### config.mk
export PLATFORM = sky130hd
export DESIGN_NAME = register_bank
export DESIGN_NICKNAME = d
export VERILOG_FILES = /design/src/rtl/register_bank_pkg.sv /design/src/rtl/register_cell.sv /design/src/rtl/register_bank.sv
export SDC_FILE = /design/constraint.sdc
export NUM_CORES = 1
export LEC_CHECK = 0
export BUFFER_PORTS_ARGS = -buffer_cell sky130_fd_sc_hd__buf_2
export CAP_MARGIN = 20
export CORE_MARGIN = 2
export CORE_UTILIZATION = 40
export CTS_CLUSTER_SIZE = 40
export DETAILED_ROUTE_END_ITERATION = 12
export HOLD_SLACK_MARGIN = 0.06
export PLACE_DENSITY = 0.66
export SYNTH_ARGS = -nofsm -noshare
export SYNTH_HDL_FRONTEND = slang
export SYNTH_SLANG_ARGS = --single-unit
### constraint.sdc
create_clock -name clk -period 9.9 [get_ports clk]
set_input_delay 1.98 -clock clk [delete_from_list [all_inputs] [get_ports clk]]
set_output_delay 1.98 -clock clk [all_outputs]
set_load 0.01 [all_outputs]
### src/rtl/register_bank_pkg.sv
// Opcode encoding shared by the register bank and the CPU control state machine.
// The low two bits match the original LOAD/DEC/INC register encoding.
package register_bank_pkg;

  localparam int OP_W = 3;

  localparam logic [OP_W-1:0] OP_IDLE = 3'b000;
  localparam logic [OP_W-1:0] OP_LOAD = 3'b001;
  localparam logic [OP_W-1:0] OP_DEC  = 3'b010;
  localparam logic [OP_W-1:0] OP_INC  = 3'b011;
  localparam logic [OP_W-1:0] OP_CLR  = 3'b100;
  localparam logic [OP_W-1:0] OP_ADD  = 3'b101;
  localparam logic [OP_W-1:0] OP_SHL  = 3'b110;
  localparam logic [OP_W-1:0] OP_SHR  = 3'b111;

endpackage

### src/rtl/register_cell.sv
// One WIDTH-bit register with its own carry flag.
// When enabled, it applies the shared opcode to its own old value.
module register_cell
  import register_bank_pkg::*;
#(
  parameter int               WIDTH     = 16,
  parameter logic [WIDTH-1:0] RESET_VAL = '0
) (
  input  logic             clk,
  input  logic             rst_n,
  input  logic             en,
  input  logic [OP_W-1:0]  op,
  input  logic [WIDTH-1:0] data_in,
  output logic [WIDTH-1:0] value,
  output logic             carry_flag
);

  localparam logic [WIDTH-1:0] ONE = 1;

  logic [WIDTH-1:0] value_next;
  logic             carry_next;

  always_comb begin
    value_next = value;
    carry_next = carry_flag;
    case (op)
      OP_LOAD: begin
        value_next = data_in;
        carry_next = 1'b0;
      end
      OP_DEC: begin
        value_next = value - ONE;
        carry_next = (value == '0);
      end
      OP_INC: begin
        value_next = value + ONE;
        carry_next = &value;
      end
      OP_CLR: begin
        value_next = '0;
        carry_next = 1'b0;
      end
      OP_ADD: {carry_next, value_next} = {1'b0, value} + {1'b0, data_in};
      OP_SHL: begin
        value_next = {value[WIDTH-2:0], 1'b0};
        carry_next = value[WIDTH-1];
      end
      OP_SHR: begin
        value_next = {1'b0, value[WIDTH-1:1]};
        carry_next = value[0];
      end
      default: ;
    endcase
  end

  // Reset wins over any op in flight; an asserted reset discards it.
  always_ff @(posedge clk or negedge rst_n) begin
    if (!rst_n) begin
      value      <= RESET_VAL;
      carry_flag <= 1'b0;
    end else if (en) begin
      value      <= value_next;
      carry_flag <= carry_next;
    end
  end

endmodule

### src/rtl/register_bank.sv
// NREGS x WIDTH register bank with per-register carry, multi-select writes
// and two combinational read ports (no read-during-write bypass).
module register_bank
  import register_bank_pkg::*;
#(
  parameter int               WIDTH     = 16,
  parameter int               ADDR_W    = 3,
  parameter logic [WIDTH-1:0] RESET_VAL = '0,
  localparam int              NREGS     = 2 ** ADDR_W
) (
  input  logic              clk,
  input  logic              rst_n,
  input  logic [OP_W-1:0]   sm_op,
  input  logic [NREGS-1:0]  selection,
  input  logic [WIDTH-1:0]  data_in,
  input  logic [ADDR_W-1:0] rd_addr_a,
  input  logic [ADDR_W-1:0] rd_addr_b,
  output logic [WIDTH-1:0]  data_out_a,
  output logic [WIDTH-1:0]  data_out_b,
  output logic              carry_a,
  output logic              zero_a,
  output logic [NREGS-1:0]  carry
);

  logic [WIDTH-1:0] reg_value [NREGS];

  for (genvar gi = 0; gi < NREGS; gi++) begin : g_cell
    register_cell #(
      .WIDTH     (WIDTH),
      .RESET_VAL (RESET_VAL)
    ) u_cell (
      .clk        (clk),
      .rst_n      (rst_n),
      .en         (selection[gi]),
      .op         (sm_op),
      .data_in    (data_in),
      .value      (reg_value[gi]),
      .carry_flag (carry[gi])
    );
  end

  assign data_out_a = reg_value[rd_addr_a];
  assign data_out_b = reg_value[rd_addr_b];
  assign carry_a    = carry[rd_addr_a];
  assign zero_a     = (data_out_a == '0);

endmodule

==> flow_summary.ini <==
[status]
outcome = completed

[routing]
routed_wl_um = 91080
dr.pass1.iters = 6
wl_per_cell_um = 27.41
wl_met2_um = 36370
routed_via_density = 6.975
via_count = 23180
initialDrtViolationCount = 3176
wl_met3_um = 13890
top_layer = met5
antenna_left = 0
drc_errors = 0
m1WireLength_um = 35170

[timing]
min_period_ns = 6.992
setup_tns_ns = 0
maxSlewViolCount = 0
max_freq_ghz = 0.1430
worst_pin_slew_ns = 1.131
finalHoldViolations = 0
rsz0062_at_grt = false
skew_ns = 0.01234
setup_violations = 0
fin_crit_sh_pct = 70.62
slew_headroom_pct = 24.57

[finish]
finalNetCount = 2926
drive_above_1_share_pct = 9.970
syn_to_final_growth_pct = 6.907
fin_util_pct = 43.39

[clock_network]
cts_buffer_depth = 2
clock_sinks = 136
cts_buffers = 17
cts_setup_buffers = 0
hold_buffers = 0
worstSkewPairLatency_ns = 0.52
cts_root_buffer = clkbuf_16
cts_htree_levels = 4
cts.repair.resized = 0
clkSlewWorstSetupHoldPaths_ns = 0.08
cts_tree = yes

[yosys]
synth-async-reset-ratio_pct = 100.0
synth_top_area_share_pct = 15.89
synth_top_area_cell = dfrtp_1
syn_area_sq_um = 21410
ys_types = 90
synth_area_leaders = dfrtp_1, ha_1, mux4_2
synth_seq_cells = 136
yosysMostFrequentCell = ha_1
yosysWarningCount = 0
synth_edf_count = 0
synth_nets = 2949
synth.avg_cell_area_sq_um = 8.117
ys_top_cells_by_count = ha_1, a21oi_1, nand2_1, nor2_1, dfrtp_1
yosysSeqAreaShare_pct = 15.89
synth_top_flop_cell = dfrtp_1
synth_cells = 2638

[floorplan]
die_area_sq_um = 55400
die_y_um = 235.4
initial_core_util_pct = 40.58
rows = 84
ioPinCount = 77
dieWidth_um = 235.4
core_area_sq_um = 52760

[pwr]
p_per_area_nw_per_um2 = 218.5
p_total_w = 0.005002
ir_drop_uv = 157.1
p_leak_nw = 9.213

[setup_path]
cp_data_required_time_ns = 10.31
critPathBufInv = 3
critPathLaunchType = input port
cp_slowest_cell = a2111oi_0
setup.worst_path.class = in2reg
crit_chain = buf_2, and2_1, nor2b_1, inv_6, buf_4, ha_1, a211oi_1, o21ai_1, a211oi_1, a21oi_1, a41o_1, mux2i_1, a2111oi_0, a21oi_1, o22a_1
cp.arrival_ns = 7.40
end_kind = register
critPathTopFamily = compound AO/OA/AOI/OAI gates
cp_max_fo = 94
slowest_delay_ns = 0.68

[global_routing]
grt_pass1_wl_um = 135900
antenna_found_initial = 12
grt_pass1_vias = 22060
grt_start_max_net_pins = 95
gr-total-overflow = 0
grtUsageTotal_pct = 32.35

[placed_design]
dp_hpwl_um = 61760
portBuffers = 76
place_congestion = 1.026

[flow_run]
cap_violations = 0

[hold_path]
hold_path.class = reg2reg
-- power breakdown --
part | total, W | switching [W] | internal (W) | leakage (nW)
sequential | 0.00120 | 0.000517 | 0.000686 | 1.63
combinational | 0.00310 | 0.00174 | 0.00136 | 7.30
clock | 0.000700 | 0.000312 | 0.000388 | 0.288
-- worst reg2reg max path: cells and delay by family, from the launching register on --
| kind | cells | cell delay [ns] |
|---|---|---|
| flip-flops | 1 | 0.60 |
| adder cells (fa/ha/maj) | 1 | 0.33 |
| AO/OA/AOI/OAI | 8 | 2.38 |
| multiplexers | 1 | 0.13 |
-- sequential cells by signal (all words and copies together) (netlist names) --
name,flops
g_cell.u_cell.value,128
g_cell.u_cell.carry_flag,8
-- kinds of logic (layout without fill, tap and decap cells) --
kind of cell	count (synthesis)	in the layout	share of synthesized area [%]
compound gates	903	903	27.96
xor+xnor	177	177	7.240
fa+ha+maj	276	276	16.69
buf+inv	197	187	3.810
flops	136	136	15.89
mux	123	123	9.846
other cells	0	7	0
simple gates	826	826	18.56
-- final timing paths --
path	end	depth (start not counted)	startpoint	slack, ns
hold reg to reg	g_cell[5].u_cell.carry_flag	1	g_cell[5].u_cell.carry_flag	0.62
setup reg to reg	g_cell[7].u_cell.value[15]	10	g_cell[7].u_cell.value[1]	6.37
min in group asynchronous	g_cell[1].u_cell.value[7]	1	rst_n	1.58
hold / removal	g_cell[5].u_cell.carry_flag	1	g_cell[5].u_cell.carry_flag	0.62
setup / recovery	g_cell[7].u_cell.value[15]	15	sm_op[0]	2.91
max in group asynchronous	g_cell[6].u_cell.value[9]	2	rst_n	6.85
-- final cells by class --
type / instances / area [sq um]
clock buffer: 20 / 466.7
antenna: 7 / 17.52
inverter: 53 / 203.9
clock inverter: 12 / 125.1
timing repair buffer: 102 / 595.6
fill: 5210 / 29870
tap: 688 / 860.8
multi-input combinational: 2305 / 17220
sequential: 136 / 3403
-- routing by layer --
metal	global-route usage, %	up-vias
li1	-	10170
met1	41.74	11020
met4	19.17	4
met3	12.89	366
met5	0	-
met2	45.19	1622
-- stage by stage --
stage	instance area (sq um)	instances	worst slack (ns)	hold slack [ns]
2_1_floorplan	21410	2638	3.164	0.4996
3_3_place_gp	22250	3281	2.824	0.6084
3_5_place_dp	22250	3281	2.632	0.6106
4_1_cts	22840	3313	3.149	0.6251
5_1_grt	22880	3319	2.619	0.6277
6_report	22890	3323	2.908	0.6243
-- placed cells by master, fill, tap and decap left out, types with 13 or more instances in the layout --
cell / instances
a221oi_1: 42
buf_2: 76
xor2_1: 82
a211oi_1: 25
nand2_1: 221
xnor2_1: 95
ha_1: 260
dfrtp_1: 136
a21oi_1: 238
o2111ai_1: 14
o21ai_0: 98
nand2b_1: 24
o21ai_1: 70
o22a_1: 21
o211ai_1: 43
nor3_1: 65
a21o_1: 58
a31oi_1: 40
and3_1: 13
mux4_2: 64
a22oi_1: 77
inv_1: 52
clkbuf_16: 17
or3_1: 26
and2_1: 22
mux2_2: 33
nor2b_1: 27
nor4_1: 39
o21a_1: 26
o21bai_1: 17
fa_1: 16
nand3_1: 100
buf_4: 23
mux2i_1: 22
nor2_1: 198
o22ai_1: 19
or4_1: 14
nand4_1: 36
No activity file was read; power rests on OpenSTA's default activity.
